===== config.mk =====
export PLATFORM = sky130hd
export DESIGN_NAME = uart_tx_arbiter_flat
export DESIGN_NICKNAME = d
export VERILOG_FILES = /design/src/rtl/uart_tx_arbiter_pkg.sv /design/src/rtl/uart_tx_arbiter_if.sv /design/src/rtl/uart_tx_arbiter_rr_pick.sv /design/src/rtl/uart_tx_arbiter.sv /design/src/flat_wrapper.sv
export SDC_FILE = /design/constraint.sdc
export NUM_CORES = 1
export LEC_CHECK = 0
export ABC_CLOCK_PERIOD_IN_PS = 4200
export CELL_PAD_IN_SITES_DETAIL_PLACEMENT = 1
export CELL_PAD_IN_SITES_GLOBAL_PLACEMENT = 2
export CORE_ASPECT_RATIO = 1.25
export CORE_MARGIN = 3
export CORE_UTILIZATION = 30
export DETAILED_ROUTE_END_ITERATION = 12
export GPL_TIMING_DRIVEN = 1
export PLACE_DENSITY = 0.95
export SLEW_MARGIN = 30
export SYNTH_ARGS = -nofsm -noshare
export SYNTH_HDL_FRONTEND = slang
export SYNTH_SLANG_ARGS = --single-unit

===== constraint.sdc =====
create_clock -name clk -period 4.2 [get_ports clk]
set_input_delay 0.42 -clock clk [delete_from_list [all_inputs] [get_ports clk]]
set_output_delay 0.42 -clock clk [all_outputs]
set_load 0.1 [all_outputs]

===== src/rtl/uart_tx_arbiter_pkg.sv =====
// Shared types and constants for the UART TX arbiter: FSM state encoding,
// default header base and a counter-width helper.
package uart_tx_arbiter_pkg;

    typedef enum logic [1:0] {
        ST_IDLE = 2'd0,
        ST_HDR  = 2'd1,
        ST_DATA = 2'd2
    } arb_state_e;

    localparam logic [7:0] HDR_BASE_DEFAULT = 8'hA0;

    // Width able to hold values 0..n-1, never narrower than one bit.
    function automatic int cnt_width(input int n);
        return (n <= 2) ? 1 : $clog2(n);
    endfunction

endpackage


===== src/rtl/uart_tx_arbiter_if.sv =====
// Byte-stream bundle between NUM_REQ producers, the arbiter and the UART TX FIFO.
// master = arbiter side, slave = producers plus FIFO side.
interface uart_tx_arbiter_if #(
    parameter int NUM_REQ = 4
);
    logic [NUM_REQ-1:0]   req_valid;
    logic [8*NUM_REQ-1:0] req_data;
    logic [NUM_REQ-1:0]   req_last;
    logic [NUM_REQ-1:0]   req_ready;
    logic                 out_valid;
    logic [7:0]           out_data;
    logic                 out_ready;

    modport master (
        input  req_valid, req_data, req_last, out_ready,
        output req_ready, out_valid, out_data
    );

    modport slave (
        output req_valid, req_data, req_last, out_ready,
        input  req_ready, out_valid, out_data
    );
endinterface


===== src/rtl/uart_tx_arbiter_rr_pick.sv =====
// Combinational round-robin search: first asserted valid bit starting at ptr+1,
// wrapping around, so the requester at ptr has the lowest priority.
module uart_tx_arbiter_rr_pick #(
    parameter  int NUM_REQ = 4,
    localparam int IDW     = $clog2(NUM_REQ)
) (
    input  logic [NUM_REQ-1:0] valid_i,
    input  logic [IDW-1:0]     ptr_i,
    output logic               any_valid_o,
    output logic [IDW-1:0]     idx_o
);

    logic [IDW-1:0]     cand_idx [NUM_REQ];
    logic [NUM_REQ-1:0] cand_valid;

    // Candidate gi is the requester gi+1 places after the pointer.
    for (genvar gi = 0; gi < NUM_REQ; gi++) begin : g_cand
        assign cand_idx[gi]   = IDW'((32'(ptr_i) + 32'(gi) + 32'd1) % 32'(NUM_REQ));
        assign cand_valid[gi] = valid_i[cand_idx[gi]];
    end

    always_comb begin
        any_valid_o = |valid_i;
        idx_o       = '0;
        for (int k = NUM_REQ - 1; k >= 0; k--) begin
            if (cand_valid[k]) begin
                idx_o = cand_idx[k];
            end
        end
    end

endmodule


===== src/rtl/uart_tx_arbiter.sv =====
// Round-robin packet arbiter feeding one UART TX byte stream. Each grant emits a
// header byte then passes the granted requester through until last, MAX_LEN or stall timeout.
module uart_tx_arbiter
    import uart_tx_arbiter_pkg::*;
#(
    parameter  int         NUM_REQ  = 4,
    parameter  int         MAX_LEN  = 64,
    parameter  int         TIMEOUT  = 50000,
    parameter  logic [7:0] HDR_BASE = HDR_BASE_DEFAULT,
    localparam int         IDW      = $clog2(NUM_REQ),
    localparam int         BCW      = cnt_width(MAX_LEN + 1),
    localparam int         SCW      = cnt_width(TIMEOUT)
) (
    input  logic                  clk,
    input  logic                  rst,
    uart_tx_arbiter_if.master     bus,
    output logic                  busy,
    output logic [IDW-1:0]        grant_id,
    output logic                  err_timeout,
    output logic                  err_trunc
);

    arb_state_e     state_q;
    logic [IDW-1:0] grant_q;
    logic [IDW-1:0] ptr_q;
    logic [BCW-1:0] byte_cnt_q;
    logic [BCW-1:0] byte_cnt_d;
    logic [SCW-1:0] stall_cnt_q;
    logic [SCW-1:0] stall_cnt_d;
    logic           err_timeout_q;
    logic           err_trunc_q;

    logic           pick_any;
    logic [IDW-1:0] pick_idx;

    logic [7:0]     req_byte [NUM_REQ];
    logic           g_valid;
    logic           g_last;
    logic           xfer;

    uart_tx_arbiter_rr_pick #(
        .NUM_REQ (NUM_REQ)
    ) u_rr_pick (
        .valid_i     (bus.req_valid),
        .ptr_i       (ptr_q),
        .any_valid_o (pick_any),
        .idx_o       (pick_idx)
    );

    for (genvar gi = 0; gi < NUM_REQ; gi++) begin : g_byte
        assign req_byte[gi] = bus.req_data[8*gi +: 8];
    end

    assign g_valid = bus.req_valid[grant_q];
    assign g_last  = bus.req_last[grant_q];
    assign xfer    = (state_q == ST_DATA) && g_valid && bus.out_ready;

    assign byte_cnt_d  = (byte_cnt_q == BCW'(MAX_LEN))    ? byte_cnt_q  : byte_cnt_q + 1'b1;
    assign stall_cnt_d = (stall_cnt_q == SCW'(TIMEOUT-1)) ? stall_cnt_q : stall_cnt_q + 1'b1;

    // Payload bytes pass straight through so the granted source sees FIFO back-pressure directly.
    always_comb begin
        bus.out_valid = 1'b0;
        bus.out_data  = '0;
        bus.req_ready = '0;
        case (state_q)
            ST_HDR: begin
                bus.out_valid = 1'b1;
                bus.out_data  = HDR_BASE | 8'(grant_q);
            end
            ST_DATA: begin
                bus.out_valid          = g_valid;
                bus.out_data           = req_byte[grant_q];
                bus.req_ready[grant_q] = bus.out_ready;
            end
            default: ;
        endcase
    end

    always_ff @(posedge clk) begin
        if (rst) begin
            state_q       <= ST_IDLE;
            grant_q       <= '0;
            ptr_q         <= IDW'(NUM_REQ - 1);
            byte_cnt_q    <= '0;
            stall_cnt_q   <= '0;
            err_timeout_q <= 1'b0;
            err_trunc_q   <= 1'b0;
        end else begin
            err_timeout_q <= 1'b0;
            err_trunc_q   <= 1'b0;
            case (state_q)
                ST_IDLE: begin
                    if (pick_any) begin
                        grant_q <= pick_idx;
                        state_q <= ST_HDR;
                    end
                end
                ST_HDR: begin
                    if (bus.out_ready) begin
                        state_q     <= ST_DATA;
                        byte_cnt_q  <= '0;
                        stall_cnt_q <= '0;
                    end
                end
                ST_DATA: begin
                    if (xfer) begin
                        byte_cnt_q  <= byte_cnt_d;
                        stall_cnt_q <= '0;
                        if (g_last) begin
                            state_q <= ST_IDLE;
                            ptr_q   <= grant_q;
                        end else if (byte_cnt_q == BCW'(MAX_LEN - 1)) begin
                            state_q     <= ST_IDLE;
                            ptr_q       <= grant_q;
                            err_trunc_q <= 1'b1;
                        end
                    end else if (!g_valid) begin
                        // Only an absent source counts as a stall; FIFO back-pressure does not.
                        if (stall_cnt_q == SCW'(TIMEOUT - 1)) begin
                            state_q       <= ST_IDLE;
                            ptr_q         <= grant_q;
                            err_timeout_q <= 1'b1;
                        end else begin
                            stall_cnt_q <= stall_cnt_d;
                        end
                    end
                end
                default: state_q <= ST_IDLE;
            endcase
        end
    end

    assign busy        = (state_q != ST_IDLE);
    assign grant_id    = grant_q;
    assign err_timeout = err_timeout_q;
    assign err_trunc   = err_trunc_q;

endmodule


===== src/flat_wrapper.sv =====
// flat-port wrapper written by rule: the top's interface ports become plain ports
module uart_tx_arbiter_flat import uart_tx_arbiter_pkg::*;
#(
    parameter  int         NUM_REQ  = 4,
    parameter  int         MAX_LEN  = 64,
    parameter  int         TIMEOUT  = 50000,
    parameter  logic [7:0] HDR_BASE = HDR_BASE_DEFAULT,
    localparam int         IDW      = $clog2(NUM_REQ),
    localparam int         BCW      = cnt_width(MAX_LEN + 1),
    localparam int         SCW      = cnt_width(TIMEOUT)
)
  (clk, rst, busy, grant_id, err_timeout, err_trunc, bus_req_valid, bus_req_data, bus_req_last, bus_out_ready, bus_req_ready, bus_out_valid, bus_out_data);
  uart_tx_arbiter_if #(.NUM_REQ(NUM_REQ)) bus_i ();
  input  logic clk;
  input  logic rst;
  output logic busy;
  output logic [IDW-1:0] grant_id;
  output logic err_timeout;
  output logic err_trunc;
  input wire logic [$bits(bus_i.req_valid)-1:0] bus_req_valid;
  input wire logic [$bits(bus_i.req_data)-1:0] bus_req_data;
  input wire logic [$bits(bus_i.req_last)-1:0] bus_req_last;
  input wire logic [$bits(bus_i.out_ready)-1:0] bus_out_ready;
  output wire logic [$bits(bus_i.req_ready)-1:0] bus_req_ready;
  output wire logic [$bits(bus_i.out_valid)-1:0] bus_out_valid;
  output wire logic [$bits(bus_i.out_data)-1:0] bus_out_data;
  assign bus_i.req_valid = bus_req_valid;
  assign bus_i.req_data = bus_req_data;
  assign bus_i.req_last = bus_req_last;
  assign bus_i.out_ready = bus_out_ready;
  assign bus_req_ready = bus_i.req_ready;
  assign bus_out_valid = bus_i.out_valid;
  assign bus_out_data = bus_i.out_data;
  uart_tx_arbiter #(.NUM_REQ(NUM_REQ), .MAX_LEN(MAX_LEN), .TIMEOUT(TIMEOUT), .HDR_BASE(HDR_BASE)) u_core (.clk(clk), .rst(rst), .bus(bus_i), .busy(busy), .grant_id(grant_id), .err_timeout(err_timeout), .err_trunc(err_trunc));
endmodule

== Word level (Yosys, flattened, before mapping) ==
Index checks and enable logic that the tools add are counted.
Storage, ports and cells
  bits in registers: 31
  input port bits: 43
Operators by class
  bitwise operators: 4
  equality and inequality tests: 15
  multiplexer cells: 48
  reduce and logical (&&, ||, !) cells: 15
  $add $sub $neg: 8
  magnitude comparators: 7
Operators with widths (number)
  $mux 16: 4
  $mux 2: 16
  $pmux 16 s2: 1
  $mux 7: 3
  $add 16x1->16 const B: 1
  $bmux 8 s2: 1
  $eq 16x16->1 const B: 1
  $mux 8: 2
  $pmux 8 s2: 1
  $lt 2x3->1 const B: 5
  $pmux 7 s2: 1
  $bmux 1 s2: 6
  $reduce_and 4->1: 3
  $reduce_or 4->1: 3
  $mux 1: 9
  $ne 3x2->1 const B: 3
  $add 2x1->2 const B: 4
  $add 7x1->7 const B: 1
  $eq 7x6->1 const B: 1
  $eq 7x7->1 const B: 1
  $ne 2x2->1 const B: 3
  $pmux 2 s3: 1
  $reduce_bool 2->1: 3
  $reduce_and 5->1: 1
  other kinds (17): 22

== Longest topological paths before layout ==
  depth in word-level cells: 8
  depth in mapped cells: 9
  depth with buffers taken out: 7

== By module ==
A second synthesis with hierarchy kept.
Second synthesis, totals
  cell total of the unflattened synthesis: 253
  area, all modules: 2127.0 µm²
Modules (own cells, without submodules)
  uart_tx_arbiter: cells an instance 239, area an instance 2042.0 µm², seq. area each 620.6 µm², instances 1
  uart_tx_arbiter_rr_pick: cells an instance 14, area an instance 85.1 µm², seq. area each 0.0 µm², instances 1

== Least setup slack after synthesis ==
OpenSTA, ideal clock, no wires.
  kind: register to output
  start: register u_core.grant_q[1] (netlist: u_core.grant_id[1])
  end: output port bus_req_ready[2]
  data arrival time: 3.796 ns
  cell stages (with the launch flop): 4
  setup slack: -0.016 ns
  required time: 3.780 ns
  path buffers: 2
  cell sequence: dfxtp_1 -> buf_2 -> buf_1 -> nor3b_1
Between the ends
  longest elaborated chain between the ends: 6
  elaborated cells between the ends (all ways): 7
  those cells by class: order compare (2); mux (3); bitwise (1); reduce/logical (1)
RTL lines
  start: declaration: RTL line uart_tx_arbiter.sv:24  | logic [IDW-1:0] grant_q;
  start signal: assignment: RTL line uart_tx_arbiter.sv:95  | grant_q <= pick_idx;
  $lt 2x3->1 (not written as such) / $ge 2x1->1 (equally long branches): RTL line uart_tx_arbiter.sv:74  | bus.req_ready[grant_q] = bus.out_ready;
  $logic_and 1x1->1 (not written as such): RTL line uart_tx_arbiter.sv:74
  $mux 1 (not written as such): RTL line uart_tx_arbiter.sv:74
  $demux 1 s2 *
  $and 4x4->4 (no line) *
  $mux 4 *: RTL line uart_tx_arbiter.sv:66  | case (state_q)
  end: declaration: RTL line flat_wrapper.sv:24  | output wire logic [$bits(bus_i.req_ready)-1:0] bus_req_ready;
Mark *: on every way between the ends. The rest lies on a longest branch, timed or not.

== Worst setup path in the final report ==
  start: register u_core.state_q[0]
  end: output port bus_out_data[0]
Between the ends
  longest elaborated chain between the ends: 2
  elaborated cells between the ends (all ways): 3
  those cells by class: eq/ne (2); mux (1)
RTL lines
  start: declaration: RTL line uart_tx_arbiter.sv:23  | arb_state_e state_q;
  start signal: assignment: RTL line uart_tx_arbiter.sv:82  | state_q <= ST_IDLE;
  start signal: assignment: RTL line uart_tx_arbiter.sv:96  | state_q <= ST_HDR;
  start signal: assignment: RTL line uart_tx_arbiter.sv:101  | state_q <= ST_DATA;
  $eq 2x2->1 / $eq 2x1->1 (equally long branches): RTL line uart_tx_arbiter.sv:66
  $pmux 8 s2 *: RTL line uart_tx_arbiter.sv:66
  end: declaration: RTL line flat_wrapper.sv:26  | output wire logic [$bits(bus_i.out_data)-1:0] bus_out_data;
Marks and branches as above.

==> impl_metrics.py <==
metrics = {
    "run_status": {
        "outcome": "finished, final reports clean",
    },
    "detailed_routing": {
        "drtPass1Iterations": 4,
        "finalWirelength_mm": 5.78,
        "drc": 0,
        "viasPerCell": 5.38,
        "ant_nets": 0,
        "drt_iter0_drc": 60,
        "num_vias": 2029,
        "routedWlPerCell_um": 15.3,
    },
    "global_route": {
        "antenna_found_initial": 0,
        "grt_first_pass_wirelength_mm": 9.96,
        "grt_util_all_layers": 0.154,
        "grt_overflow": 0,
        "grt_max_degree": 21,
        "grt_pass1_vias": 2146,
    },
    "clocking": {
        "clock_sinks": 31,
        "cts_tree": "built",
        "ctsHoldBuffers": 0,
        "post_cts_resize_count": 0,
        "clkTransAtPathRegs_ns": 0.06,
        "cts_made_buffers": 5,
        "post_cts_buffers": 0,
        "cts_buffer_depth": 2,
        "cts-root-buf": "clkbuf_8",
        "cts_max_level": 2,
        "clock_latency_ns": 0.29,
    },
    "setup_path": {
        "worst_path_max_delay_cell": "clkdlybuf4s50_1",
        "cp.buffers_inverters": 2,
        "slowest_delay_ns": 1.15,
        "critical_path.cell_chain": "inv_1, ha_1, a22oi_1, nor2b_1, clkdlybuf4s50_1",
        "crit_arrival_ns": 2.75,
        "critPathLaunchType": "register",
        "cp_top_family": "buffers and inverters",
        "end_kind": "primary output",
        "required_ns": 3.78,
        "crit_type": "register to primary output",
        "cp_max_fo": 20,
    },
    "pwr": {
        "clkPwrFrac": 0.187,
        "seq_power_share": 0.273,
        "peakVddDrop_uv": 231,
        "power_density_nw_per_um2": 457,
        "power_leakage_nw": 0.984,
        "switchingPower_mw": 0.604,
        "power.internal_mw": 0.686,
        "p_comb_frac": 0.539,
        "swShare": 0.468,
    },
    "final_layout": {
        "design_area_sq_um": 2830,
        "fill_cells": 796,
        "layoutNonFillerInstCount": 377,
        "n_antenna_cell": 0,
        "fin_nets": 339,
        "drive_gt1_frac": 0.107,
        "register_area_sq_um": 621,
        "multi_input_area_sq_um": 1370,
        "syn_to_final_growth_pct": 34.5,
    },
    "sta": {
        "postLayoutSetupSlackWorst_ns": 1.03,
        "max_freq_mhz": 315,
        "period_share": 0.756,
        "fin_skew_ns": 0.00793,
        "slew_headroom": 0.340,
        "rsz0062_at_grt": "no",
        "final-setup-viol-count": 0,
        "hold-worst-slack_ns": 0.485,
        "worst_pin_slew_ns": 0.987,
        "fin_tns_setup_ns": 0,
        "drv_slew": 0,
        "hold_viol": 0,
        "finalCriticalPeriod_ns": 3.17,
    },
    "logic_synthesis": {
        "synthTopCellsByCount": "dfxtp_1 (31), nor2_1 (26), xor2_1 (14)",
        "synth_area_leaders": "dfxtp_1 (30%), mux4_2 (11%), xor2_1 (5.8%)",
        "synthAdderAreaFrac": 0.0357,
        "synth_most_common_cell": "dfxtp_1",
        "synth-compound-area-share": 0.135,
        "ys.flop_type": "dfxtp_1",
        "synth-seq-area-share": 0.295,
        "synth.largest_area_cell": "dfxtp_1",
        "yosys_register_bits": 31,
        "ys_async_sr_fraction": 0,
        "synthDistinctLibCells": 43,
        "synthCells": 237,
        "synth_mux_area_frac": 0.141,
        "synthXorXnorAreaFrac": 0.0667,
        "syn_area_sq_um": 2100,
        "synth_edf_count": 0,
        "yosys_warnings": 0,
        "synthSimpleGateAreaFrac": 0.275,
        "synth.avg_cell_area_sq_um": 8.86,
        "synth_fp_nets": 286,
        "synth_top_area_share": 0.295,
        "synth_top_family_by_area": "simple AND/OR/NAND/NOR gates",
    },
    "placed_design": {
        "dp.final_hpwl_mm": 4.42,
        "placed_cell_area_sq_um": 2740,
        "placedCellCount": 370,
        "port_buffers": 60,
        "pre_cts_ws_ns": 1.28,
        "place.gp.congestion": 0.721,
    },
    "floorplanning": {
        "placementRows": 33,
        "dieHeight_um": 99.6,
        "core-area_sq_um": 6690,
        "die-area_sq_um": 8050,
        "die_w_um": 80.8,
        "initial_core_util": 0.314,
        "io-pin-count": 61,
    },
    "job": {
        "max_cap_violations": 0,
    },
    "worst_hold_path": {
        "hp-class": "register to register",
    },
}
[flip-flops by register name, indices dropped and copies added (netlist names)]
name	flops
u_core.byte_cnt_q	7
u_core.err_timeout	1
u_core.err_trunc	1
u_core.grant_id	2
u_core.ptr_q	2
u_core.stall_cnt_q	16
u_core.state_q	2
[routing by layer]
layer	up-vias	global-route usage	wire length, um
li1	975	-	-
met1	989	0.182	2410
met2	59	0.269	2920
met3	6	0.0435	377
met4	0	0.0429	68
met5	-	0	0
[power groups by stage]
stage               logic [mW]  registers [mW]  clock network, mW
finish                   0.696           0.352              0.242
global route             0.744           0.359              0.265
CTS                      0.703           0.354              0.248
detailed placement       0.700           0.361                  0
global placement         0.689           0.359                  0
floorplan                0.520           0.371                  0
[area by class of cell]
cell class / count / area share
Multi-Input combinational cell: 181 / 0.486
Sequential cell: 31 / 0.220
Timing Repair Buffer: 61 / 0.212
Tap cell: 87 / 0.0385
Clock buffer: 6 / 0.0292
Inverter: 10 / 0.0133
Clock inverter: 1 / 0.00177
[per-stage QoR]
step | total power [mW] | util
floorplan | 0.892 | -
global placement | 1.05 | 0.409
detailed placement | 1.06 | 0.409
CTS | 1.30 | 0.422
global route | 1.37 | 0.422
finish | 1.29 | 0.422
[worst reg2reg max path, cell delays in order (launching register included)]
cell	delay (ns)
dfxtp_1	0.68
buf_4	0.27
mux4_2	0.61
a21oi_4	0.39
o21ai_2	0.20
or4_1	0.53
a21oi_1	0.15
[kinds of logic after synthesis]
family,after synthesis
compound gates,40
xor+xnor,16
fa+ha+maj,6
buf+inv,25
flops,31
mux,17
simple gates,102
[placed cells by master (no fill, tap or decap), types with 3 or more instances in the layout]
cell	synthesis	final
nand2b_1	6	6
buf_4	0	5
nor2_1	26	26
nor4b_1	3	3
or4_1	3	3
o211ai_1	7	7
and3_1	11	11
a21oi_1	10	10
nor4_1	3	3
nand2_1	6	6
inv_1	10	10
nand3_1	4	4
nand4_1	10	10
nor3b_1	3	3
nor3_1	5	5
ha_1	6	6
dfxtp_1	31	31
and4_1	3	3
nor2b_1	13	13
mux4_2	10	10
clkdlybuf4s50_1	0	56
o21ai_0	6	6
xor2_1	14	14
clkbuf_8	0	6
mux2i_1	6	6
a22oi_1	3	3
[path summary, 6_finish.rpt]
kind                                      startpoint                             endpoint  slack, ns  depth (start not counted)
hold reg to reg   u_core.stall_cnt_q[1]$_SDFFE_PP0P_   u_core.stall_cnt_q[1]$_SDFFE_PP0P_       0.49                          2
setup reg to reg     u_core.grant_id[0]$_SDFFE_PP0P_  u_core.stall_cnt_q[15]$_SDFFE_PP0P_       1.31                          6
setup / recovery      u_core.state_q[0]$_SDFFE_PP0P_                      bus_out_data[0]       1.03                          5
hold / removal    u_core.stall_cnt_q[1]$_SDFFE_PP0P_   u_core.stall_cnt_q[1]$_SDFFE_PP0P_       0.49                          2
(Power assumes the default switching activity.)
